## src/rtl/sha512_padder.sv

```systemverilog
// sha512_padder
//   Streams a message into a SHA-512 core and appends the standard padding:
//   a 0x80 marker byte, zero words, and a 128-bit big-endian bit length.
//   The total output is always a multiple of 16 words (1024-bit blocks).
//   Message words pass through with zero added latency. The padder then
//   emits its own words, each held stable until the core acknowledges it.
//
// Configuration macro: SHA512_PADDER_BYTE_EN
//   defined   : data_bytes (0..8) selects how many bytes of the last word are
//               valid. 0 encodes the empty message.
//   undefined : every message is a whole number of 64-bit words, and
//               data_bytes is ignored.
//
// Parameters
//   LEN_W          width of the bit-length counter. The upper 128-LEN_W bits
//                  of the length field are zero, and the counter wraps
//                  silently.
// Ports
//   clk            rising-edge clock
//   reset          synchronous, active-low
//   data_in        message word, big-endian, first byte in [63:56]
//   data_valid     data_in is valid
//   data_last      data_in is the final message word
//   data_bytes     valid bytes in the last word, MSB-aligned
//   data_ready     word accepted when data_valid && data_ready
//   new_msg        one-cycle pulse with the first word of a message
//   msg_word       padded word to the core
//   msg_word_valid msg_word is valid
//   msg_word_ack   core consumed msg_word this cycle
//   msg_complete   one-cycle pulse after the low length word is acked
module sha512_padder #(
    parameter int LEN_W = 64
) (
    input  logic        clk,
    input  logic        reset,
    input  logic [63:0] data_in,
    input  logic        data_valid,
    input  logic        data_last,
    input  logic [3:0]  data_bytes,
    output logic        data_ready,
    output logic        new_msg,
    output logic [63:0] msg_word,
    output logic        msg_word_valid,
    input  logic        msg_word_ack,
    output logic        msg_complete
);

    typedef enum logic [2:0] {IDLE, DATA, PAD, LEN_HI, LEN_LO, DONE} state_t;

    localparam logic [63:0] MARKER = 64'h8000_0000_0000_0000;

    state_t           state_q, state_d;
    logic [3:0]       idx_q, idx_d;
    logic [LEN_W-1:0] len_q, len_d;
    logic             marker_q, marker_d;   // 0x80 word still owed by PAD
    logic             new_msg_q, new_msg_d;

    logic [3:0]       idx_inc;
    logic [127:0]     len_field;
    logic [63:0]      last_word;
    logic             last_has_marker;
    logic [LEN_W-1:0] last_bits;

    logic             data_ready_c, valid_c, complete_c;
    logic [63:0]      word_c;

    assign idx_inc   = idx_q + 4'd1;
    assign len_field = 128'(len_q);

`ifdef SHA512_PADDER_BYTE_EN
    // Keep the top nb bytes, put 0x80 in byte nb, and zero everything below.
    function automatic logic [63:0] pad_last(input logic [63:0] w, input logic [3:0] nb);
        logic [5:0]  sh;
        logic [63:0] keep;
        if (nb >= 4'd8) return w;
        sh   = {nb[2:0], 3'b000};
        keep = ~(64'hFFFF_FFFF_FFFF_FFFF >> sh);
        return (w & keep) | (MARKER >> sh);
    endfunction

    logic [3:0] nb_eff;

    always_comb begin
        nb_eff          = (data_bytes > 4'd8) ? 4'd8 : data_bytes;
        last_word       = pad_last(data_in, nb_eff);
        last_has_marker = (nb_eff != 4'd8);
        last_bits       = LEN_W'({nb_eff, 3'b000});
    end
`else
    logic unused_data_bytes;

    assign unused_data_bytes = ^data_bytes;
    assign last_word         = data_in;
    assign last_has_marker   = 1'b0;
    assign last_bits         = LEN_W'(64);
`endif

    always_comb begin
        state_d      = state_q;
        idx_d        = idx_q;
        len_d        = len_q;
        marker_d     = marker_q;
        new_msg_d    = 1'b0;
        data_ready_c = 1'b0;
        valid_c      = 1'b0;
        complete_c   = 1'b0;
        word_c       = '0;
        case (state_q)
            IDLE: begin
                if (data_valid) begin
                    state_d   = DATA;
                    idx_d     = '0;
                    len_d     = '0;
                    marker_d  = 1'b0;
                    new_msg_d = 1'b1;
                end
            end
            DATA: begin
                valid_c      = data_valid;
                data_ready_c = msg_word_ack;
                word_c       = data_last ? last_word : data_in;
                if (data_valid && msg_word_ack) begin
                    idx_d = idx_inc;
                    if (data_last) begin
                        len_d    = len_q + last_bits;
                        marker_d = !last_has_marker;
                        // If the marker already went out in this word and the
                        // next slot is 14, there is no room for any zero words.
                        state_d  = (last_has_marker && idx_inc == 4'd14) ? LEN_HI : PAD;
                    end else begin
                        len_d = len_q + LEN_W'(64);
                    end
                end
            end
            PAD: begin
                valid_c = 1'b1;
                word_c  = marker_q ? MARKER : 64'd0;
                if (msg_word_ack) begin
                    idx_d    = idx_inc;
                    marker_d = 1'b0;
                    // A marker at slot 14 or 15 leaves idx_inc != 14. PAD then
                    // wraps through a full extra block of zero words.
                    if (idx_inc == 4'd14) state_d = LEN_HI;
                end
            end
            LEN_HI: begin
                valid_c = 1'b1;
                word_c  = len_field[127:64];
                if (msg_word_ack) begin
                    idx_d   = idx_inc;
                    state_d = LEN_LO;
                end
            end
            LEN_LO: begin
                valid_c = 1'b1;
                word_c  = len_field[63:0];
                if (msg_word_ack) begin
                    idx_d   = idx_inc;
                    state_d = DONE;
                end
            end
            DONE: begin
                complete_c = 1'b1;
                state_d    = IDLE;
            end
            default: state_d = IDLE;
        endcase
    end

    always_ff @(posedge clk) begin
        if (!reset) begin
            state_q   <= IDLE;
            idx_q     <= '0;
            len_q     <= '0;
            marker_q  <= 1'b0;
            new_msg_q <= 1'b0;
        end else begin
            state_q   <= state_d;
            idx_q     <= idx_d;
            len_q     <= len_d;
            marker_q  <= marker_d;
            new_msg_q <= new_msg_d;
        end
    end

    // Outputs are forced quiet while reset is low. This also covers the cycle
    // before the reset edge, when the state may still be mid-message.
    assign data_ready     = reset & data_ready_c;
    assign msg_word_valid = reset & valid_c;
    assign msg_complete   = reset & complete_c;
    assign new_msg        = reset & new_msg_q;
    assign msg_word       = reset ? word_c : 64'd0;

endmodule

```

## config.mk

```make
export PLATFORM = sky130hd
export DESIGN_NAME = sha512_padder
export DESIGN_NICKNAME = d
export VERILOG_FILES = /design/src/rtl/sha512_padder.sv
export SDC_FILE = /design/constraint.sdc
export NUM_CORES = 1
export LEC_CHECK = 0
export CORE_ASPECT_RATIO = 0.6
export CORE_MARGIN = 4
export CORE_UTILIZATION = 42
export CTS_CLUSTER_DIAMETER = 150
export CTS_CLUSTER_SIZE = 28
export DETAILED_ROUTE_END_ITERATION = 10
export PLACE_DENSITY = 0.78
export SLEW_MARGIN = 15
export SYNTH_ARGS = -nofsm -noshare
export SYNTH_HDL_FRONTEND = slang
export SYNTH_SLANG_ARGS = --single-unit
```

## constraint.sdc

```tcl
create_clock -name clk -period 3.16 [get_ports clk]
set_input_delay 0.632 -clock clk [delete_from_list [all_inputs] [get_ports clk]]
set_output_delay 0.632 -clock clk [all_outputs]
set_load 0.02 [all_outputs]
```

Word-level counts from Yosys, hierarchy flattened. Index checks and enable logic that the tools add are counted.

Register bits after elaboration: 73. Bits in latches: 0. Bits in writable memories: 0. Memory bits (read-only): 0. Memories: 0.

Add/subtract/negate cells: 2. Multiply operators: 0. Divide/modulo/power cells: 0. $lt $le $gt $ge: 0. Eq/ne operators: 14. Shift-type cells: 0. Muxes and demuxes: 27. Bitwise logic cells: 4. Reduce and logical (&&, ||, !) cells: 11.

Operator list (number): $mux W64 (4); $pmux W64 S3 (1); $pmux W64 S2 (1); $add A64 B7 Y64 const B (1); $mux W3 (7); $pmux W3 S5 (1); $ne A2 B2 Y1 const B (7); $mux W4 (3); $pmux W4 S3 (1); $mux W1 (7); $reduce_and A7 Y1 (1); $eq A3 B2 Y1 const B (2); $eq A3 B3 Y1 const B (2); $reduce_bool A3 Y1 (2); $reduce_and A5 Y1 (1); $add A4 B1 Y4 const B (1); $and A1 B1 Y1 (4); $eq A4 B4 Y1 const B (1); $reduce_and A4 Y1 (1); $eq A3 B1 Y1 const B (1); $logic_not A3 Y1 (1); $pmux W1 S3 (1); $reduce_and A3 Y1 (1); $reduce_or A3 Y1 (1); 5 further kinds (5).

Logic depth before layout (Yosys ltp). Gate-level depths: netlist (run 1).

Depth after elaboration: 5. Mapped depth: 9. Mapped depth without buffers: 6.

Least setup slack after synthesis (run 1). OpenSTA, ideal clock, no wires.

Kind: input to register. Start point: in data_valid. End point: reg len_q[54]. Setup time: 0.132 ns. Arrival time: 2.867 ns. Required time: 3.028 ns. Path slack: 0.161 ns. Stages: 9. Path buffers: 4. Cell sequence: or3b_1 > buf_2 > or4_4 > buf_6 > or4_4 > buf_6 > clkbuf_1 > o31ai_1 > a21oi_1.

Longest elaborated chain between the ends: 3. Elaborated cells between the ends (all ways): 4.

RTL lines: start: declaration (line 37) `input logic data_valid,`; $logic_and A1 B1 Y1 (line 122) `if (data_valid && msg_word_ack) begin`; $ne A2 B2 Y1 (no source line); $reduce_and A3 Y1 (no source line) (*); end signal: assignment (line 180) `len_q <= len_d;`; end: declaration (line 54) `logic [LEN_W-1:0] len_q, len_d;`.

Mark *: on every way between the ends. The rest lies on a longest branch, timed or not. A chain may end at the register's enable or synchronous reset.

Worst setup path after layout (run 1).
Start point: in data_valid. End point: reg len_q[62].

The elaborated chain is that of the path after synthesis.

==> results.py, run 1 <==
metrics = {
    "critical_path": {
        "path_buf_inv": 1,
        "crit_path_max_incr_delay_ns": 0.68,
        "crit_required_ns": 3.41,
        "crit_chain": "dlygate4sd2_1, or3b_1, or4_4, or4_4, or4_1, a21oi_1",
        "critPathMaxFanout": 19,
        "cp_top_family": "simple AND/OR/NAND/NOR gates",
        "crit_path_end_kind": "flop",
        "crit_path_frequent_cell": "or4_4",
        "cp-start-kind": "input pin",
        "r2r-end": "len_q[62]$_SDFFE_PN0P_",
        "setup.reg_to_reg.worst_slack_ns": 0.42,
        "cp.arrival_ns": 3.29,
        "slowest_stage": "or4_4",
        "r2r_start": "state_q[1]$_SDFFE_PN0P_",
        "reg2reg_depth": 5,
        "criticalPathCategory": "input pin to flop",
    },
    "timing": {
        "tightestPinTransition_ns": 0.621,
        "fin_skew_ns": 0.00462,
        "timing.setup.tns_ns": 0,
        "hold_viol": 0,
        "fmax_mhz": 329,
        "fin_ws_ns": 0.123,
        "rsz0062_at_grt": "no",
        "final_max_slew_viol_count": 0,
        "slew_headroom_pct": 58.5,
        "setup_viol": 0,
        "finalCritPeriodShare_pct": 96.1,
        "finalCriticalPeriod_ns": 3.04,
        "timing.hold.ws_ns": 0.488,
    },
    "pwr": {
        "p_per_area_nw_per_um2": 379,
        "comb_power_share_pct": 16.2,
        "switchingPower_mw": 0.563,
        "clockPowerShare_pct": 46.9,
        "power_frac_seq_pct": 36.8,
        "sw_frac_of_total_pct": 24.1,
        "p_leak_nw": 1.93,
        "p_int_mw": 1.78,
        "ir_drop_v": 0.000349,
    },
    "hold_path": {
        "hp-start": "len_q[41]$_SDFFE_PN0P_",
        "whs_endpoint": "len_q[41]$_SDFFE_PN0P_",
        "worstHoldPathType": "flop to flop",
        "hold_depth": 2,
    },
    "place": {
        "routabilityCongestion": 0.785,
        "io_buffers": 136,
        "dp_slack_ns": -0.421,
        "placed_cell_area_um2": 5830,
        "hpwl_mm": 9.96,
    },
    "clock_tree": {
        "cts_made_buffers": 9,
        "clkTransAtPathRegs_ns": 0.06,
        "clk_path_buf_depth": 2,
        "ctsRootBufferMaster": "clkbuf_16",
        "cts_tree": "built",
        "htree_num_levels": 3,
        "clk_latency_ns": 0.33,
        "clock_sinks": 67,
    },
    "route": {
        "postRouteWirelength_mm": 13.6,
        "firstDrtPassIters": 5,
        "drc": 0,
        "wl_per_cell_um": 16.5,
        "vias": 4781,
        "drtIter0Drc": 360,
        "ant_nets": 0,
        "via_per_inst": 5.77,
    },
    "finish": {
        "design_area_um2": 6160,
        "num_antenna_cells": 0,
        "area_delta_synth_final_pct": 46.5,
        "drive_above_1_share_pct": 7.73,
        "fin_nets": 770,
        "fill_cells": 764,
    },
    "synthesis": {
        "synth-seq-cells": 67,
        "synth_ff_type": "dfxtp_1",
        "netlist.top_cell.by_area": "dfxtp_1",
        "syn_area_um2": 4210,
        "synthTopCellsByCount": "nor2_1 (97), dfxtp_1 (67), a22oi_1 (57), clkbuf_1 (38), nand2_1 (31)",
        "synth_fp_nets": 641,
        "synth_edf_count": 0,
        "synth_area_per_cell_um2": 7.45,
        "async_flop_share_pct": 0,
        "synth_most_common_cell": "nor2_1",
        "seq_area_frac_synth_pct": 31.9,
        "synth_area_leaders": "dfxtp_1 (32%), a22oi_1 (10%), nor2_1 (8.7%)",
        "synth_top_area_share_pct": 31.9,
        "synth_cell_types": 46,
        "yosysWarnings": 0,
        "syn-instance-count": 565,
    },
    "floorplan": {
        "io_pins": 141,
        "initial_utilization_pct": 44.5,
        "die-area_um2": 11700,
        "die_h_um": 85.5,
        "coreArea_um2": 9460,
        "die_w_um": 137,
        "std_cell_rows": 27,
    },
    "global_routing": {
        "grt_max_degree": 59,
        "grt_pass1_wl_mm": 22.0,
        "grt_remaining_overflow": 0,
        "grt_use_total_pct": 22.7,
        "antenna_found_initial": 0,
        "grt_pass1_vias": 4463,
    },
    "run": {
        "drv_cap": 0,
    },
    "run_status": {
        "status": "finished clean",
    },
}
==> worst max-delay path by stage <==
stage,from,to,slack [ns],depth (start not counted)
2_1_floorplan,data_valid,len_q[54]$_SDFFE_PN0P_,0.16,9
3_3_place_gp,data_valid,len_q[58]$_SDFFE_PN0P_,-0.34,6
3_5_place_dp,data_valid,len_q[58]$_SDFFE_PN0P_,-0.42,6
4_1_cts,state_q[0]$_SDFFE_PN0P_,msg_word[48],0.06,6
5_1_grt,state_q[0]$_SDFFE_PN0P_,msg_word[50],0.03,6
6_report,data_valid,len_q[62]$_SDFFE_PN0P_,0.12,6
==> power groups by stage <==
stage,clock (mW),sequential [mW],combinational (mW)
after floorplan,0,0.873,0.186
after global placement,0,0.879,0.365
after detailed placement,0,0.879,0.375
after CTS,1.11,0.861,0.379
after global routing,1.14,0.862,0.412
final,1.10,0.861,0.379
==> worst reg2reg max path, stage by stage (launching register included) <==
cell and delay (ns):
dfxtp_2 0.40, or3b_1 0.42, or4_4 0.53, or4_4 0.68
or4_1 0.46, a21oi_1 0.17
==> cells by family (layout without fill, tap and decap cells) <==
group           count (synthesis)  after routing  share of synthesized area (%)
fa+ha+maj                       3              3                          0.892
xor+xnor                       28             28                           5.83
simple gates                  266            266                           32.6
flops                          67             67                           31.9
buf+inv                        60            194                           5.74
mux                             7              7                           1.69
compound gates                134            134                           21.4
==> cell usage in the layout (no fill, tap or decap), drive strengths merged, types with 2 or more instances in the layout <==
cell           netlist  final
a22oi               57     57
or3                 12     12
xor2                 7      7
or2                  2      2
o22ai                2      2
xnor2               21     21
nor3b                2      2
bufinv               0      2
nor2b                4      4
nor3                10     10
a21boi               4      4
nand4               18     18
or4                 20     20
buf                  8     28
nand3               18     18
mux2i                6      6
a21oi               30     30
o21ai               15     15
nand4b               3      3
dfxtp               67     67
ha                   3      3
o211ai               2      2
nand3b               4      4
inv                 14     14
and4                 3      3
nor4                13     13
and3                15     15
o21a                 5      5
nand2b               3      3
o31ai               14     14
nor2                97     97
nand2               31     31
and2                 9      9
clkdlybuf4s50        0    135
clkbuf              38     12
==> final cells by class <==
type	instances	area (um2)	share of cell area, %
tap	130	163	2.64
timing repair buffer	164	1620	26.3
multi-input combinational	438	2660	43.1
clock inverter	4	72.6	1.18
clock buffer	12	256	4.16
inverter	14	52.6	0.852
sequential	67	1340	21.8
==> layer usage <==
layer	vias up	share of wire (%)	global-route usage, %
met5	-	0	0
met1	2255	46	32.0
met2	192	45	35.5
met3	15	7.8	5.33
met4	0	0.91	4.80
li1	2319	-	-
==> metrics by stage <==
step	std cells	utilization, %	power [mW]
final	829	65.2	2.34
after detailed placement	812	61.6	1.25
after CTS	829	65.2	2.35
after global routing	829	65.2	2.42
after global placement	812	61.6	1.24
after floorplan	565	-	1.06
==> what timing repair did <==
item | 4_1_cts | 5_1_grt
endpoints found under the setup margin | 14 | 30
resized for setup | 2 | 1
buffers inserted | 1 | 0
endpoints found under the hold margin | 0 | 0
hold buffers | 0 | 0
cloned | 0 | 0
==> sequential cells by signal (all words and copies together) (netlist names) <==
name,flops
len_q,58
idx_q,4
state_q,3
marker_q,1
new_msg_q,1
Power figures use the tool's default switching activity.
==> inputs of run 2 (changes only) <==
REMOVE_ABC_BUFFERS = 1   (was default)
==> results.py, run 2 (synthesis results as in run 1) <==
metrics = {
    "run_status": {
        "status": "finished clean",
    },
    "finish": {
        "register_area_um2": 1340,
        "layout_commonest_cell": "clkdlybuf4s50_1",
        "area_delta_synth_final_pct": 46.0,
        "num_antenna_cells": 0,
        "most-common-layout-cells": "clkdlybuf4s50_1 (136), nor2_1 (97), dfxtp_1 (65)",
        "fill_cells": 788,
        "multi_input_area_um2": 2670,
        "drive_above_1_share_pct": 7.75,
        "top_register": "len_q",
        "design_area_um2": 6140,
        "fin_nets": 770,
        "top_regs": "len_q: 58 flops, idx_q: 4 flops, state_q: 3 flops",
        "largest_register_ffs": 58,
    },
    "pwr": {
        "power_frac_seq_pct": 38.2,
        "p_per_area_nw_per_um2": 368,
        "switchingPower_mw": 0.551,
        "p_leak_nw": 1.91,
        "p_int_mw": 1.71,
        "ir_drop_v": 0.000361,
        "comb_power_share_pct": 16.9,
        "sw_frac_of_total_pct": 24.4,
        "clockPowerShare_pct": 44.9,
    },
    "critical_path": {
        "cp_top_family": "simple AND/OR/NAND/NOR gates",
        "critPathMaxFanout": 11,
        "crit_path_max_incr_delay_ns": 0.62,
        "crit_chain": "clkdlybuf4s50_1, or3b_1, or4_4, or4_4, or4_1, a21oi_1",
        "crit_required_ns": 3.41,
        "path_buf_inv": 1,
        "cp.arrival_ns": 3.38,
        "crit_path_end_kind": "flop",
        "slowest_stage": "or4_4",
        "cp-start-kind": "input pin",
        "criticalPathCategory": "input pin to flop",
        "crit_path_frequent_cell": "or4_4",
    },
    "timing": {
        "fmax_mhz": 319,
        "fin_ws_ns": 0.0296,
        "rsz0062_at_grt": "no",
        "slew_headroom_pct": 61.7,
        "final_max_slew_viol_count": 0,
        "tightestPinTransition_ns": 0.572,
        "setup_viol": 0,
        "hold_viol": 0,
        "finalCriticalPeriod_ns": 3.13,
        "fin_skew_ns": 0.00927,
        "finalCritPeriodShare_pct": 99.1,
        "timing.setup.tns_ns": 0,
    },
    "global_routing": {
        "grt_max_degree": 48,
        "grt_use_total_pct": 22.5,
        "antenna_found_initial": 0,
        "grt_pass1_wl_mm": 22.0,
        "use_met1_pct": 30.7,
        "grt_pass1_vias": 4633,
        "grt.met2_usage_pct": 36.3,
        "grt_remaining_overflow": 0,
        "grt_busiest_layer": "met2",
        "grtUsageMet3_pct": 5.04,
    },
    "clock_tree": {
        "clock_sinks": 67,
        "clkTransAtPathRegs_ns": 0.06,
        "cts_made_buffers": 9,
        "htree_num_levels": 3,
        "clk_path_buf_depth": 2,
        "cts_tree": "built",
        "clk_latency_ns": 0.32,
        "ctsRootBufferMaster": "clkbuf_16",
    },
    "floorplan": {
        "coreArea_um2": 9460,
        "die_w_um": 137,
        "io_pins": 141,
        "die_h_um": 85.5,
        "die-area_um2": 11700,
        "std_cell_rows": 27,
        "initial_utilization_pct": 44.5,
    },
    "route": {
        "firstDrtPassIters": 5,
        "wl_per_cell_um": 16.5,
        "drtIter0Drc": 404,
        "vias": 4858,
        "via_per_inst": 5.87,
        "drc": 0,
        "ant_nets": 0,
        "postRouteWirelength_mm": 13.7,
    },
    "place": {
        "routabilityCongestion": 0.824,
        "io_buffers": 136,
        "placed_cell_area_um2": 5810,
        "dp_slack_ns": -0.302,
        "hpwl_mm": 9.83,
    },
    "run": {
        "drv_cap": 0,
    },
    "hold_path": {
        "worstHoldPathType": "flop to flop",
    },
}
==> run 2: final cells by class <==
class | count | area share [%]
multi-input combinational | 439 | 43.4
clock inverter | 2 | 0.570
clock buffer | 12 | 4.34
sequential | 67 | 21.9
tap | 130 | 2.65
inverter | 14 | 0.856
timing repair buffer | 163 | 26.3
==> run 2: final timing paths <==
path | cells past startpoint | startpoint | end | slack, ns
max | 6 | data_valid | len_q[48]$_SDFFE_PN0P_ | 0.03
min | 2 | len_q[55]$_SDFFE_PN0P_ | len_q[55]$_SDFFE_PN0P_ | 0.51
min reg2reg | 2 | len_q[55]$_SDFFE_PN0P_ | len_q[55]$_SDFFE_PN0P_ | 0.51
max reg2reg | 5 | state_q[1]$_SDFFE_PN0P_ | len_q[48]$_SDFFE_PN0P_ | 0.46
==> run 2: worst reg2reg max path, delay by kind of cell (launching register included) <==
kind	cells	cell delay (ns)
and+or+nand+nor	4	2.07
AOI/OAI and AO/OA	1	0.16
DFF	1	0.39
==> run 2: timing repair <==
item,CTS,global route
buffers inserted,1,0
hold buffers,0,0
setup endpoints to repair,46,65
resized for setup,1,6
gates cloned,0,1
pin swaps,0,1
==> run 2: stage by stage <==
stage	util, %	hold slack, ns	power (mW)	instances
2_1_floorplan	-	0.452	1.04	519
3_3_place_gp	61.4	0.482	1.24	811
3_5_place_dp	61.4	0.503	1.26	811
4_1_cts	64.7	0.511	2.26	826
5_1_grt	64.9	0.536	2.34	827
6_report	64.9	0.513	2.26	827
==> run 2: routing by layer <==
metal	routed length (um)	vias to the layer above
met4	106	0
li1	-	2329
met1	6120	2278
met2	6240	238
met5	0	-
met3	1210	13
==> run 2: power groups by stage <==
| stage | Combinational, mW | Sequential [mW] | Clock (mW) |
|---|---|---|---|
| floorplan | 0.165 | 0.879 | 0 |
| finish | 0.383 | 0.862 | 1.02 |
| detailed placement | 0.376 | 0.880 | 0 |
| global placement | 0.365 | 0.878 | 0 |
| global route | 0.412 | 0.863 | 1.06 |
| CTS | 0.381 | 0.862 | 1.02 |
==> inputs of run 3 (changes only) <==
SLEW_MARGIN = default   (was 15)
==> results of run 3 <==
Same layout as run 2: the final DEF is identical, and so are final timing and power.
